==> src/rtl/mips_pkg.sv <==
// mips_pkg: shared constants for the MIPS fetch slice.
//   - Fetch FSM state encoding (legacy 2-bit codes).
//   - Instruction field widths.
//   - sext_imm(): sign-extends a 16-bit immediate to a full word.
package mips_pkg;

  localparam int OPCODE_W  = 6;
  localparam int IMM_W     = 16;
  localparam int JTARGET_W = 26;
  localparam int WORD_W    = 32;

  localparam logic [1:0] ST_BOOT   = 2'd0;
  localparam logic [1:0] ST_RUN    = 2'd1;
  localparam logic [1:0] ST_HALTED = 2'd2;
  localparam logic [1:0] ST_FAULT  = 2'd3;

  function automatic logic [WORD_W-1:0] sext_imm(input logic [IMM_W-1:0] imm);
    return {{(WORD_W-IMM_W){imm[IMM_W-1]}}, imm};
  endfunction

endpackage

==> src/rtl/mips_fetch_unit_if.sv <==
// mips_fetch_unit_if: bundles the fetch unit's control inputs, the I-mem
// read bus and the decode-side outputs.
//   master : fetch unit side (drives read_address and decode outputs)
//   slave  : environment side (drives redirects, stall, instruction_in)
interface mips_fetch_unit_if;
  import mips_pkg::*;

  logic                 stall;
  logic                 branch_taken;
  logic [IMM_W-1:0]     branch_offset;
  logic                 jump;
  logic [JTARGET_W-1:0] jump_target;
  logic                 jr;
  logic [WORD_W-1:0]    jr_target;
  logic [WORD_W-1:0]    instruction_in;
  logic [WORD_W-1:0]    read_address;
  logic [WORD_W-1:0]    instr_out;
  logic [WORD_W-1:0]    pc_out;
  logic [WORD_W-1:0]    pc_plus1;
  logic                 instr_valid;
  logic                 halted;
  logic                 addr_error;
  logic [WORD_W-1:0]    instr_count;

  modport master (
    input  stall, branch_taken, branch_offset, jump, jump_target, jr, jr_target,
           instruction_in,
    output read_address, instr_out, pc_out, pc_plus1, instr_valid, halted,
           addr_error, instr_count
  );

  modport slave (
    output stall, branch_taken, branch_offset, jump, jump_target, jr, jr_target,
           instruction_in,
    input  read_address, instr_out, pc_out, pc_plus1, instr_valid, halted,
           addr_error, instr_count
  );

endinterface

==> src/rtl/mips_next_pc.sv <==
// mips_next_pc: combinational next-PC resolution.
//   pc                   current word PC
//   branch_taken/offset  pc_plus1-relative branch
//   jump/jump_target     region jump, upper bits taken from pc_plus1
//   jr/jr_target         absolute register-indirect target
//   pc_plus1             pc + 1
//   next_pc              priority-selected target: jr > jump > branch > seq
//   halt_match           winning redirect is a jump back onto pc itself
//   out_of_range         next_pc lies outside 0..IMEM_DEPTH-1
module mips_next_pc
  import mips_pkg::*;
#(
  parameter int IMEM_DEPTH = 256
) (
  input  logic [WORD_W-1:0]    pc,
  input  logic                 branch_taken,
  input  logic [IMM_W-1:0]     branch_offset,
  input  logic                 jump,
  input  logic [JTARGET_W-1:0] jump_target,
  input  logic                 jr,
  input  logic [WORD_W-1:0]    jr_target,
  output logic [WORD_W-1:0]    pc_plus1,
  output logic [WORD_W-1:0]    next_pc,
  output logic                 halt_match,
  output logic                 out_of_range
);

  logic [WORD_W-1:0] br_tgt;
  logic [WORD_W-1:0] j_tgt;

  assign pc_plus1 = pc + WORD_W'(1);
  assign br_tgt   = pc_plus1 + sext_imm(branch_offset);
  assign j_tgt    = {pc_plus1[WORD_W-1:JTARGET_W], jump_target};

  always_comb begin
    next_pc = pc_plus1;
    if (jr)                next_pc = jr_target;
    else if (jump)         next_pc = j_tgt;
    else if (branch_taken) next_pc = br_tgt;
  end

  // Only a jump that actually wins priority can be a self-loop halt.
  assign halt_match   = jump && !jr && (j_tgt == pc);
  assign out_of_range = next_pc >= WORD_W'(IMEM_DEPTH);

endmodule

==> src/rtl/mips_fetch_unit.sv <==
// mips_fetch_unit: owns the PC, drives the I-mem read address and forwards
// the returned instruction to decode with PC context.
//   clk, reset  rising-edge clock, synchronous active-high reset
//   bus         mips_fetch_unit_if.master (redirects, stall, I-mem bus,
//               decode outputs, status flags, retired-instruction count)
// FSM: BOOT (one idle cycle after reset) -> RUN -> HALTED | FAULT (reset exit).
module mips_fetch_unit
  import mips_pkg::*;
#(
  parameter logic [31:0] PC_RESET   = 32'd0,
  parameter int          IMEM_DEPTH = 256
) (
  input  logic             clk,
  input  logic             reset,
  mips_fetch_unit_if.master bus
);

  logic [1:0]        state;
  logic [WORD_W-1:0] pc;
  logic [WORD_W-1:0] cnt;
  logic [WORD_W-1:0] pc_plus1;
  logic [WORD_W-1:0] next_pc;
  logic              halt_match;
  logic              out_of_range;
  logic              run;

  mips_next_pc #(.IMEM_DEPTH(IMEM_DEPTH)) u_next_pc (
    .pc            (pc),
    .branch_taken  (bus.branch_taken),
    .branch_offset (bus.branch_offset),
    .jump          (bus.jump),
    .jump_target   (bus.jump_target),
    .jr            (bus.jr),
    .jr_target     (bus.jr_target),
    .pc_plus1      (pc_plus1),
    .next_pc       (next_pc),
    .halt_match    (halt_match),
    .out_of_range  (out_of_range)
  );

  assign run = (state == ST_RUN);

  always_ff @(posedge clk) begin
    if (reset) begin
      state <= ST_BOOT;
      pc    <= PC_RESET;
      cnt   <= '0;
    end else begin
      case (state)
        ST_BOOT: state <= ST_RUN;
        ST_RUN: begin
          if (!bus.stall) begin
            cnt <= cnt + WORD_W'(1);
            // A faulting target is never loaded; fault outranks halt.
            if (out_of_range)    state <= ST_FAULT;
            else if (halt_match) state <= ST_HALTED;
            else                 pc    <= next_pc;
          end
        end
        default: ;
      endcase
    end
  end

  // Instruction path is combinational from read_address, zero latency.
  assign bus.read_address = pc;
  assign bus.pc_out       = pc;
  assign bus.pc_plus1     = pc_plus1;
  assign bus.instr_valid  = run;
  assign bus.instr_out    = run ? bus.instruction_in : '0;
  assign bus.halted       = (state == ST_HALTED);
  assign bus.addr_error   = (state == ST_FAULT);
  assign bus.instr_count  = cnt;

endmodule
==> src/flat_wrapper.sv <==
// flat-port wrapper written by rule: the top's interface ports become plain ports
module mips_fetch_unit_flat import mips_pkg::*;
#(
  parameter logic [31:0] PC_RESET   = 32'd0,
  parameter int          IMEM_DEPTH = 256
)
  (clk, reset, bus_stall, bus_branch_taken, bus_branch_offset, bus_jump, bus_jump_target, bus_jr, bus_jr_target, bus_instruction_in, bus_read_address, bus_instr_out, bus_pc_out, bus_pc_plus1, bus_instr_valid, bus_halted, bus_addr_error, bus_instr_count);
  mips_fetch_unit_if bus_i ();
  input  logic clk;
  input  logic reset;
  input wire logic [$bits(bus_i.stall)-1:0] bus_stall;
  input wire logic [$bits(bus_i.branch_taken)-1:0] bus_branch_taken;
  input wire logic [$bits(bus_i.branch_offset)-1:0] bus_branch_offset;
  input wire logic [$bits(bus_i.jump)-1:0] bus_jump;
  input wire logic [$bits(bus_i.jump_target)-1:0] bus_jump_target;
  input wire logic [$bits(bus_i.jr)-1:0] bus_jr;
  input wire logic [$bits(bus_i.jr_target)-1:0] bus_jr_target;
  input wire logic [$bits(bus_i.instruction_in)-1:0] bus_instruction_in;
  output wire logic [$bits(bus_i.read_address)-1:0] bus_read_address;
  output wire logic [$bits(bus_i.instr_out)-1:0] bus_instr_out;
  output wire logic [$bits(bus_i.pc_out)-1:0] bus_pc_out;
  output wire logic [$bits(bus_i.pc_plus1)-1:0] bus_pc_plus1;
  output wire logic [$bits(bus_i.instr_valid)-1:0] bus_instr_valid;
  output wire logic [$bits(bus_i.halted)-1:0] bus_halted;
  output wire logic [$bits(bus_i.addr_error)-1:0] bus_addr_error;
  output wire logic [$bits(bus_i.instr_count)-1:0] bus_instr_count;
  assign bus_i.stall = bus_stall;
  assign bus_i.branch_taken = bus_branch_taken;
  assign bus_i.branch_offset = bus_branch_offset;
  assign bus_i.jump = bus_jump;
  assign bus_i.jump_target = bus_jump_target;
  assign bus_i.jr = bus_jr;
  assign bus_i.jr_target = bus_jr_target;
  assign bus_i.instruction_in = bus_instruction_in;
  assign bus_read_address = bus_i.read_address;
  assign bus_instr_out = bus_i.instr_out;
  assign bus_pc_out = bus_i.pc_out;
  assign bus_pc_plus1 = bus_i.pc_plus1;
  assign bus_instr_valid = bus_i.instr_valid;
  assign bus_halted = bus_i.halted;
  assign bus_addr_error = bus_i.addr_error;
  assign bus_instr_count = bus_i.instr_count;
  mips_fetch_unit #(.PC_RESET(PC_RESET), .IMEM_DEPTH(IMEM_DEPTH)) u_core (.clk(clk), .reset(reset), .bus(bus_i));
endmodule
==> config.mk <==
export PLATFORM = sky130hd
export DESIGN_NAME = mips_fetch_unit_flat
export DESIGN_NICKNAME = d
export VERILOG_FILES = /design/src/rtl/mips_pkg.sv /design/src/rtl/mips_fetch_unit_if.sv /design/src/rtl/mips_next_pc.sv /design/src/rtl/mips_fetch_unit.sv /design/src/flat_wrapper.sv
export SDC_FILE = /design/constraint.sdc
export NUM_CORES = 1
export LEC_CHECK = 0
export CORE_MARGIN = 2
export CORE_UTILIZATION = 45
export DETAILED_ROUTE_END_ITERATION = 8
export PLACE_DENSITY_LB_ADDON = 0.2
export RECOVER_POWER = 50
export SLEW_MARGIN = 20
export SYNTH_ARGS = -nofsm -noshare
export SYNTH_HDL_FRONTEND = slang
export SYNTH_SLANG_ARGS = --single-unit
==> constraint.sdc <==
create_clock -name clk -period 6.24 [get_ports clk]
set_clock_uncertainty 0.2 [all_clocks]
set_input_delay 1.248 -clock clk [delete_from_list [all_inputs] [get_ports clk]]
set_output_delay 1.248 -clock clk [all_outputs]
set_load 0.01 [all_outputs]
==> out/summary.txt <==
DRC - 0
Distinct cells, synth - 75
Chip height - 127.9 um
Area Growth Syn to Fin - 44.02%
Die span in x - 127.9 um
CTS tree - built
Max stage delay on crit path - 0.57 ns
Yosys Warn Count - 0
Crit path arrival time - 5.91 ns
Layout Cells excl Fill - 1,359
NumNets Final - 1,316
Peak Freq - 169.4 MHz
Relative slew margins - 51.77%
Ant diodes - 0
Largest net degree at the start of global routing - 56
I/O pin count - 275
Final setup viols - 0
First-pass GRT wire length - 41,190 um
Routed wire length - 27,400 um
Hold Crit Class - reg -> reg
Critical Path Start Type - flop
Clk root buf - clkbuf_16
Post-Syn Instances - 935
Reg power frac - 33.9%
Comb pwr share - 22.6%
Hold Fails Final Rpt - 0
CTS sink cnt - 66
DR vias/cell - 5.864
DR pass1 iterations - 5
Clk_lat worst skew - 0.33 ns
Clock slew at reported path FFs - 0.05 ns
Delay-heaviest family, CP - simple AND/OR/NAND/NOR gates
Setup bufs post-CTS - 0
RSZ-0062 raised after global routing - no
Leakage - 4.176 nW
Commonest non-fill, non-tap cell in the layout - clkdlybuf4s50_1
Placed instance count - 1,343
Period minus WS final - 5.903 ns
Post-DRT Antenna Nets - 0
GP Congestion - 1.074
Status - complete, no violations
GRT Overall Usage - 32.24%
Critical path buffers and inverters - 1
Worst-Margin Slew - 0.7168 ns
Crit path max-delay cell type - or4b_4
Internal cell power - 929.0 uW
CP required - 6.25 ns
Final worst path period share - 94.60%
Global route total overflow - 0
TritonCTS buffer count - 9
Placed cell areas - 9624 sq um
Hold-fix buffers, CTS - 0
Post-synth ARST share - 0%
Net switching fraction of the power - 25.91%
Critical Path, Cell by Cell - nand4_1 -> buf_4 -> nor2_1 -> and4_1 -> xor2_1 -> ha_1 -> a21oi_1 -> nor2_1 -> or4b_4 -> a211oi_1 -> o32ai_1 -> nor4_1 -> nand4_1 -> nor4_2 -> and3_4 -> mux2_2
Seq cells post-synth - 66
Post-synth EDFFs - 0
Sequential area share after synthesis - 19.13%
Clock Path Buffers - 2
Power per cell area - 126.1 nW/um^2
Max-slew violations - 0
Critical Path Sink Type - flop
Post-route cell area - 9947 sq um
Resized Gates After CTS - 0
Initial Utilization - 45.77%
Initial antenna violation count - 0
Core ar. - 15,090 sq um
Crit path max fanout - 12
Setup tns final - 0 ns
Fill cells - 1,335
Synthesized area - 6907 sq um
Max VDD drop - 0.1285 mV
Buffers on Ports - 274
Power Total - 1.254 mW
DR vias - 7,969
DR WL/cell - 20.16 um
Vias in the first global route - 7,407
DP HPWL - 22,500 um
Cell Rows - 45
Area of the die - 16,350 sq um
Mapped Nets - 1,085
CTS H-tree lvls - 3
Mean Syn Cell Area - 7.387 sq um
Share of layout cells above drive strength 1 - 6.063%
Max-cap viol count - 0
Switching power total - 324.9 uW
Setup CP Type - reg -> reg
Clock power frac - 43.5%
Most frequent cells in the layout - clkdlybuf4s50_1 (173), dlygate4sd3_1 (100), nor2_1 (98), nand2_1 (83), dfxtp_1 (66)
Detailed Route Iter0 Violations - 618
Top_reg_cell synth - dfxtp_1
## synth_stat cells (5+ instances only)
library cell | instances | share of area [%]
buf_4 | 32 | 3.5
o211ai_1 | 8 | 0.87
o21ai_0 | 37 | 2.7
and4_1 | 11 | 1.4
mux2_4 | 5 | 1.1
nand4_1 | 38 | 3.4
xnor2_1 | 51 | 6.5
o21a_1 | 10 | 1.1
or3_1 | 5 | 0.45
a31oi_1 | 5 | 0.45
and3_1 | 18 | 1.6
nor2b_1 | 12 | 1.1
ha_1 | 37 | 6.7
inv_1 | 19 | 1.0
nor2_1 | 99 | 5.4
dfxtp_1 | 66 | 19
nand3_1 | 33 | 2.4
mux2i_1 | 12 | 1.7
buf_2 | 8 | 0.58
a21oi_1 | 54 | 3.9
xor2_1 | 49 | 6.2
nor4_1 | 21 | 1.9
and2_1 | 58 | 5.3
a21o_1 | 5 | 0.54
nand2_1 | 83 | 4.5
nand2b_1 | 6 | 0.54
a211oi_1 | 10 | 1.1
nor3_1 | 26 | 1.9
clkbuf_1 | 34 | 1.8
## metrics by stage
stage / utilization (%) / setup slack, ns / hold WS (ns)
after detailed placement: 63.78 / 0.4127 / 0.2955
after global routing: 65.92 / 0.08271 / 0.3321
after floorplan: - / 1.256 / 0.2858
after global placement: 63.78 / 0.5101 / 0.2907
final: 65.92 / 0.3370 / 0.2997
after CTS: 65.90 / 0.4385 / 0.3033
## logic make-up after synthesis
family	share of synthesized area, %
buf+inv	7.446
mux	3.478
fa+ha+maj	6.993
flops	19.13
simple gates	32.25
xor+xnor	12.68
compound gates	18.03
## worst paths after layout
check                                  start                          to  slack [ns]  depth (start not counted)
setup / recovery        u_core.bus.pc_out[5]        u_core.bus.pc_out[1]        0.34                         16
hold reg to reg   u_core.bus.instr_count[28]  u_core.bus.instr_count[28]        0.30                          2
setup reg to reg        u_core.bus.pc_out[5]        u_core.bus.pc_out[1]        0.34                         16
hold / removal    u_core.bus.instr_count[28]  u_core.bus.instr_count[28]        0.30                          2
## state kept, by name, indices dropped and copies added (netlist names)
name                    count
u_core.state                2
u_core.bus.pc_out          32
u_core.bus.instr_count     32
## power groups by stage
stage	clock network, mW	logic [mW]	registers (mW)
after detailed placement	0	0.278	0.434
after global placement	0	0.279	0.434
final	0.546	0.283	0.425
after global routing	0.570	0.302	0.426
after CTS	0.548	0.280	0.425
after floorplan	0	0.131	0.434
## metal layers
layer | wire [um] | global-route usage, % | vias to the layer above | share of wire [%]
met5 | 0 | 0 | - | 0
met4 | 959 | 12.67 | 0 | 3.5
met3 | 1522 | 3.673 | 64 | 5.6
li1 | - | - | 3791 | -
met1 | 10950 | 37.98 | 3750 | 40
met2 | 13970 | 59.52 | 364 | 51
## layout make-up
| type | instances | area [sq um] | area share [%] |
|---|---|---|---|
| Multi-Input combinational cell | 771 | 5074 | 51.01 |
| Timing Repair Buffer | 299 | 2925 | 29.41 |
| Sequential cell | 66 | 1321 | 13.28 |
| Clock buffer | 12 | 246.5 | 2.478 |
| Tap cell | 188 | 235.2 | 2.365 |
| Clock inverter | 4 | 73.82 | 0.7421 |
| Inverter | 19 | 71.32 | 0.7170 |
## worst register-to-register path: stages, from the launching register on
cell	delay (ns)
dfxtp_1	0.53
nand4_1	0.14
buf_4	0.19
nor2_1	0.38
and4_1	0.27
xor2_1	0.37
ha_1	0.44
a21oi_1	0.24
nor2_1	0.06
or4b_4	0.57
a211oi_1	0.44
o32ai_1	0.13
nor4_1	0.27
nand4_1	0.17
nor4_2	0.58
and3_4	0.44
mux2_2	0.37
No activity file was read; power rests on OpenSTA's default activity.
